$ cat src/rtl/mem_arbiter.sv
// Fetch/load-store arbiter over one single-ported synchronous memory.
// Define MEM_ARB_RR_EN for round-robin tie-break; default is data priority.
module mem_arbiter #(
  parameter int ADDR_W  = 32,
  parameter int DATA_W  = 32,
  parameter int MEM_LAT = 2
) (
  input  logic              clk,
  input  logic              rst,
  input  logic              if_req,
  input  logic [ADDR_W-1:0] if_addr,
  output logic [DATA_W-1:0] if_rdata,
  output logic              if_ack,
  input  logic              d_req,
  input  logic              d_we,
  input  logic [3:0]        d_be,
  input  logic [ADDR_W-1:0] d_addr,
  input  logic [DATA_W-1:0] d_wdata,
  output logic [DATA_W-1:0] d_rdata,
  output logic              d_ack,
  output logic              mem_en,
  output logic              mem_we,
  output logic [3:0]        mem_be,
  output logic [ADDR_W-1:0] mem_addr,
  output logic [DATA_W-1:0] mem_wdata,
  input  logic [DATA_W-1:0] mem_rdata,
  output logic              stall
);

  typedef enum logic [1:0] {
    S_IDLE,
    S_ISSUE,
    S_WAIT,
    S_RESP
  } state_t;

  localparam logic [3:0] LAT = 4'(MEM_LAT);

  state_t              r_state;
  logic                r_own_d;
  logic [3:0]          r_cnt;
  logic                r_en;
  logic                r_we;
  logic [3:0]          r_be;
  logic [ADDR_W-1:0]   r_addr;
  logic [DATA_W-1:0]   r_wdata;
  logic [DATA_W-1:0]   r_if_rdata;
  logic [DATA_W-1:0]   r_d_rdata;
  logic                r_if_ack;
  logic                r_d_ack;

  logic                w_gnt_d;
  logic                w_gnt_i;
  logic                w_grant;

  assign w_grant = (r_state == S_IDLE) & (d_req | if_req);

`ifdef MEM_ARB_RR_EN
  // 1 = data port was granted last; reset leaves fetch as last winner
  logic r_last_d;

  assign w_gnt_d = d_req & (~if_req | ~r_last_d);

  always_ff @(posedge clk) begin
    if (rst)
      r_last_d <= 1'b0;
    else if (w_grant)
      r_last_d <= w_gnt_d;
  end
`else
  assign w_gnt_d = d_req;
`endif

  assign w_gnt_i = if_req & ~w_gnt_d;

  always_ff @(posedge clk) begin
    if (rst) begin
      r_state    <= S_IDLE;
      r_own_d    <= 1'b0;
      r_cnt      <= '0;
      r_en       <= 1'b0;
      r_we       <= 1'b0;
      r_be       <= '0;
      r_addr     <= '0;
      r_wdata    <= '0;
      r_if_rdata <= '0;
      r_d_rdata  <= '0;
      r_if_ack   <= 1'b0;
      r_d_ack    <= 1'b0;
    end else begin
      r_en     <= 1'b0;
      r_if_ack <= 1'b0;
      r_d_ack  <= 1'b0;
      unique case (r_state)
        S_IDLE: begin
          if (w_grant) begin
            r_own_d <= w_gnt_d;
            r_addr  <= w_gnt_d ? d_addr : if_addr;
            r_we    <= w_gnt_d & d_we;
            r_be    <= w_gnt_d ? d_be : 4'hF;
            r_wdata <= w_gnt_d ? d_wdata : '0;
            r_en    <= 1'b1;
            r_state <= S_ISSUE;
          end
        end
        S_ISSUE: begin
          r_cnt   <= LAT;
          r_state <= S_WAIT;
        end
        S_WAIT: begin
          r_cnt <= r_cnt - 4'd1;
          // read data is valid on the cycle the count runs out
          if (r_cnt <= 4'd1) begin
            if (!r_we) begin
              if (r_own_d)
                r_d_rdata <= mem_rdata;
              else
                r_if_rdata <= mem_rdata;
            end
            r_d_ack  <= r_own_d;
            r_if_ack <= ~r_own_d;
            r_state  <= S_RESP;
          end
        end
        S_RESP: begin
          r_state <= S_IDLE;
        end
        default: r_state <= S_IDLE;
      endcase
    end
  end

  assign mem_en    = r_en;
  assign mem_we    = r_we;
  assign mem_be    = r_be;
  assign mem_addr  = r_addr;
  assign mem_wdata = r_wdata;
  assign if_rdata  = r_if_rdata;
  assign d_rdata   = r_d_rdata;
  assign if_ack    = r_if_ack;
  assign d_ack     = r_d_ack;
  assign stall     = (if_req & ~r_if_ack) | (d_req & ~r_d_ack);

  logic w_unused;
  assign w_unused = w_gnt_i;

endmodule

$ cat config.mk
export PLATFORM = sky130hd
export DESIGN_NAME = mem_arbiter
export DESIGN_NICKNAME = d
export VERILOG_FILES = /design/src/rtl/mem_arbiter.sv
export SDC_FILE = /design/constraint.sdc
export NUM_CORES = 1
export LEC_CHECK = 0
export BUFFER_PORTS_ARGS = -buffer_cell sky130_fd_sc_hd__buf_4
export CAP_MARGIN = 40
export CORE_AREA = 2 2 114 116
export CTS_CLUSTER_DIAMETER = 150
export DETAILED_ROUTE_END_ITERATION = 12
export DIE_AREA = 0 0 116 118
export PLACE_DENSITY = 0.79
export SLEW_MARGIN = 40
export SYNTH_ARGS = -nofsm -noshare
export SYNTH_HDL_FRONTEND = slang
export SYNTH_SLANG_ARGS = --single-unit
$ cat constraint.sdc
create_clock -name clk -period 1.8 [get_ports clk]
set_input_delay 0 -clock clk [delete_from_list [all_inputs] [get_ports clk]]
set_output_delay 0 -clock clk [all_outputs]
set_load 0.05 [all_outputs]
==> results by group <==
GRT
  – Largest net degree at the start of global routing: between 60 and 70
  – Initial antenna violation count: 1
  – First-pass GRT wire length: 33.46 mm
  – Total grt overflow: 0
  – Overall Global Routing Usage: a little under a third
  – Vias in the first global route: between 6000 and 7000

Clock network
  – CTS tree: done
  – CTS H-tree depth: 4
  – Clk root buf: clkbuf_16
  – Skew-Pair Late Insertion Delay: ~420 ps
  – CTS Buffer Depth: 2
  – Cts bufs inserted: 17
  – CTS Sinks: 143
  – Clock transition at path regs: around 60 ps

Synth
  – Yosys warns: 0
  – Post-Syn Area: around 5600 um^2
  – Synth Net Count: approximately 800
  – Compound-Gate Fraction of Synth Area: between 20% and 30%
  – Synth Area in Simple Gates: between 10% and 20%
  – Gate Count Post-Synth: 658
  – Top_reg_cell synth: dfxtp_1
  – Synth Area in XOR/XNOR: 0%
  – Syn Area/Cell: ~8.6 um^2
  – Number of synthesized flops with an enable pin: 0
  – Largest area contributor in the synthesized netlist: dfxtp_1
  – Synth area leaders: dfxtp_1 51%, a21oi_1 9.3%, nand3_1 8.7%, mux2i_1 5.9%, a211oi_1 4.4%
  – Main combinational cell family by area after synthesis: compound AO/OA/AOI/OAI gates
  – Post-Synth Adder-Cell Area: less than 1%
  – Async SR Flop Fraction: 0%
  – Post-synthesis mux area share: approximately 6%
  – Register area share after synthesis: about half
  – Yosys cell types: 34
  – Yosys top cell area share: between 50% and 60%
  – FF+latch count, synth: between 100 and 150

Die
  – DIE HEIGHT: approximately 120 um
  – Die ar.: 13690 um^2
  – Cell row count: 41
  – Core outline area: between 10000 and 15000 um^2
  – Die width: 116 um
  – Starting Density: roughly 45%
  – Top Ports: ~270

Critical path
  – CP arrival: roughly 2200 ps
  – Critical path's top delay family: buffers and inverters
  – Highest-delay cell along the critical path: dlygate4sd3_1
  – CP required: 2120 ps
  – Most common cell on crit path: dlygate4sd3_1
  – CP peak stage delay: about 660 ps
  – Worst Path Buf+Inv: 4
  – Crit end category: register
  – Critical-path cell list: dlygate4sd3_1 -> buf_12 -> buf_16 -> mux2i_1 -> dlygate4sd3_1 -> a211oi_2
  – CP Launch Type: input pin
  – CP Class: in -> reg
  – Worst setup path startpoint: d_req
  – Worst r2r src: r_state[0]
  – Largest fanout on the critical path: 26

Outcome
  – Failing checks: negative setup slack
  – Status: finished, violations left

Detailed routing
  – Routed WL per cell: between 15 and 20 um
  – Via count of the routed design: approximately 6700
  – Number of routed nets with antenna violations: 0
  – Vias per Instance: about 5.5
  – Pre-Repair DR Iteration Count: 5
  – Remaining DRCs: 0
  – Initial drt markers: around 670
  – Aggregate routed wire length: 22.00 mm

Min path
  – HP Class: in -> reg
  – Hold Startpoint: mem_rdata[0]

STA
  – Max_slew headroom: 72.96%
  – Final Hold Viols: 0
  – Worst Max-Slew Pin Slew: 405.6 ps
  – Skew final: around 10 ps
  – Setup violations, final: 1
  – Fin Setup TNS: -67.86 ps
  – Final period utilization: 103.8%
  – Post-route minimum period: 1868 ps
  – Fmax: around 0.54 GHz
  – Post-layout worst setup margin: -67.86 ps
  – Slew Viols, Final: 0

Pwr
  – Pwr/cell area: 1470 nW/um^2
  – Clock share of power: 24.3%
  – Switching portion of total power: roughly 44%
  – Pint: about 8.2 mW
  – Pleak: approximately 4.2 nW
  – Gate power share: 47.0%
  – Final Power: 14.54 mW
  – VDD IR-drop max: 1032 uV
  – Sequential Power Share: between 20% and 30%
  – Psw: roughly 6.4 mW

Placement
  – Port Buffers: 273
  – DP Worst Slack: around 130 ps
  – Placer Congestion: 0.8290
  – Post-DP HPWL: 11.50 mm
  – Placed cell count: around 1100

Finish
  – Share of post-route cells with drive strength above 1: a little under a third
  – Finished Layout Cells: roughly 1200
  – Synthesis-to-layout area growth: 75.35%
  – Fin nets: between 1000 and 1500

Run
  – Max-cap violation count: 0
## cells in the mapped netlist (2+ instances only)
cell type  number
a211oi_1       33
a21oi_1       105
buf_1           4
buf_2          25
clkbuf_1       36
dfxtp_1       143
ha_1            4
inv_1           7
mux2i_1        33
nand2_1        40
nand2b_1        2
nand3_1        98
nand4b_1        2
nor2_1         36
nor3_1          2
o21ai_0        35
o21ai_1        36
## worst reg2reg max path, cell delays in order (launching register included)
cell	delay [ps]
dfxtp_1	300
inv_1	90
ha_1	180
or4b_4	680
o21ai_1	250
a21oi_1	120
## logic make-up after synthesis
family | Yosys count
AOI/OAI and AO/OA | 216
adders and majority gates | 4
buffers and inverters | 74
DFF | 143
muxes | 33
and+or+nand+nor | 188
## through the flow
stage	hold WS [ps]	util, %	cell area [um^2]
after floorplan	147.7	-	5640
after global placement	274.7	63.27	7855
after detailed placement	279.9	63.27	7855
after CTS	391.6	78.97	9803
after global routing	405.6	79.67	9891
final	405.1	79.67	9891
## final timing paths
kind,slack (ps),depth (start not counted),end
setup reg to reg,60,5,if_rdata[6]
hold / removal,410,4,if_rdata[0]
setup / recovery,-70,6,mem_addr[20]
hold reg to reg,450,2,mem_wdata[0]
## power groups by stage
stage	logic (mW)	clock network, mW	registers (mW)
final	6.83	3.53	4.18
after detailed placement	6.22	0	4.19
after CTS	6.49	3.54	4.13
after global placement	6.18	0	4.17
after global routing	7.22	3.71	4.24
after floorplan	2.37	0	6.07
## layout make-up
class	count	area, um^2
timing repair buffer	428	3699
sequential	143	2863
clock buffer	19	442.9
fill	773	2524
multi-input combinational	441	2499
clock inverter	12	143.9
tap	172	215.2
antenna	1	2.502
inverter	7	26.28
## sequential cells by signal (all words and copies together), names as in the netlist
name / flops
mem_we: 1
if_rdata: 32
if_ack: 1
mem_en: 1
d_ack: 1
mem_be: 4
d_rdata: 32
r_cnt: 4
r_own_d: 1
mem_addr: 32
r_state: 2
mem_wdata: 32
## cells in the final DEF (no fill, tap or decap), types with 3 or more instances in the layout
| cell type | instances |
|---|---|
| buf_12 | 8 |
| a211oi_1 | 31 |
| clkbuf_16 | 18 |
| o21ai_0 | 35 |
| nand2_1 | 40 |
| dlygate4sd3_1 | 136 |
| ha_1 | 4 |
| nand3_1 | 98 |
| buf_4 | 280 |
| dfxtp_1 | 143 |
| a21oi_1 | 105 |
| o21ai_1 | 35 |
| nor2_1 | 36 |
| inv_1 | 7 |
| mux2i_1 | 33 |
| clkinv_2 | 6 |
| bufinv_16 | 3 |
## metal layers
metal  track usage, %  up-vias  part of all wire, %
met4            22.02        0                  6.7
met5                0        -                    0
met1            32.93     3125                   35
met2            52.34      346                   51
li1                 -     3104                    -
met3            10.04      106                  7.0
## repair_timing
action | in CTS | in global routing
setup buffers | 0 | 3
hold endpoints to repair | 140 | 0
setup endpoints to repair | 0 | 21
gates resized for setup | 0 | 8
hold buffers | 136 | 0
(Power assumes the default switching activity.)
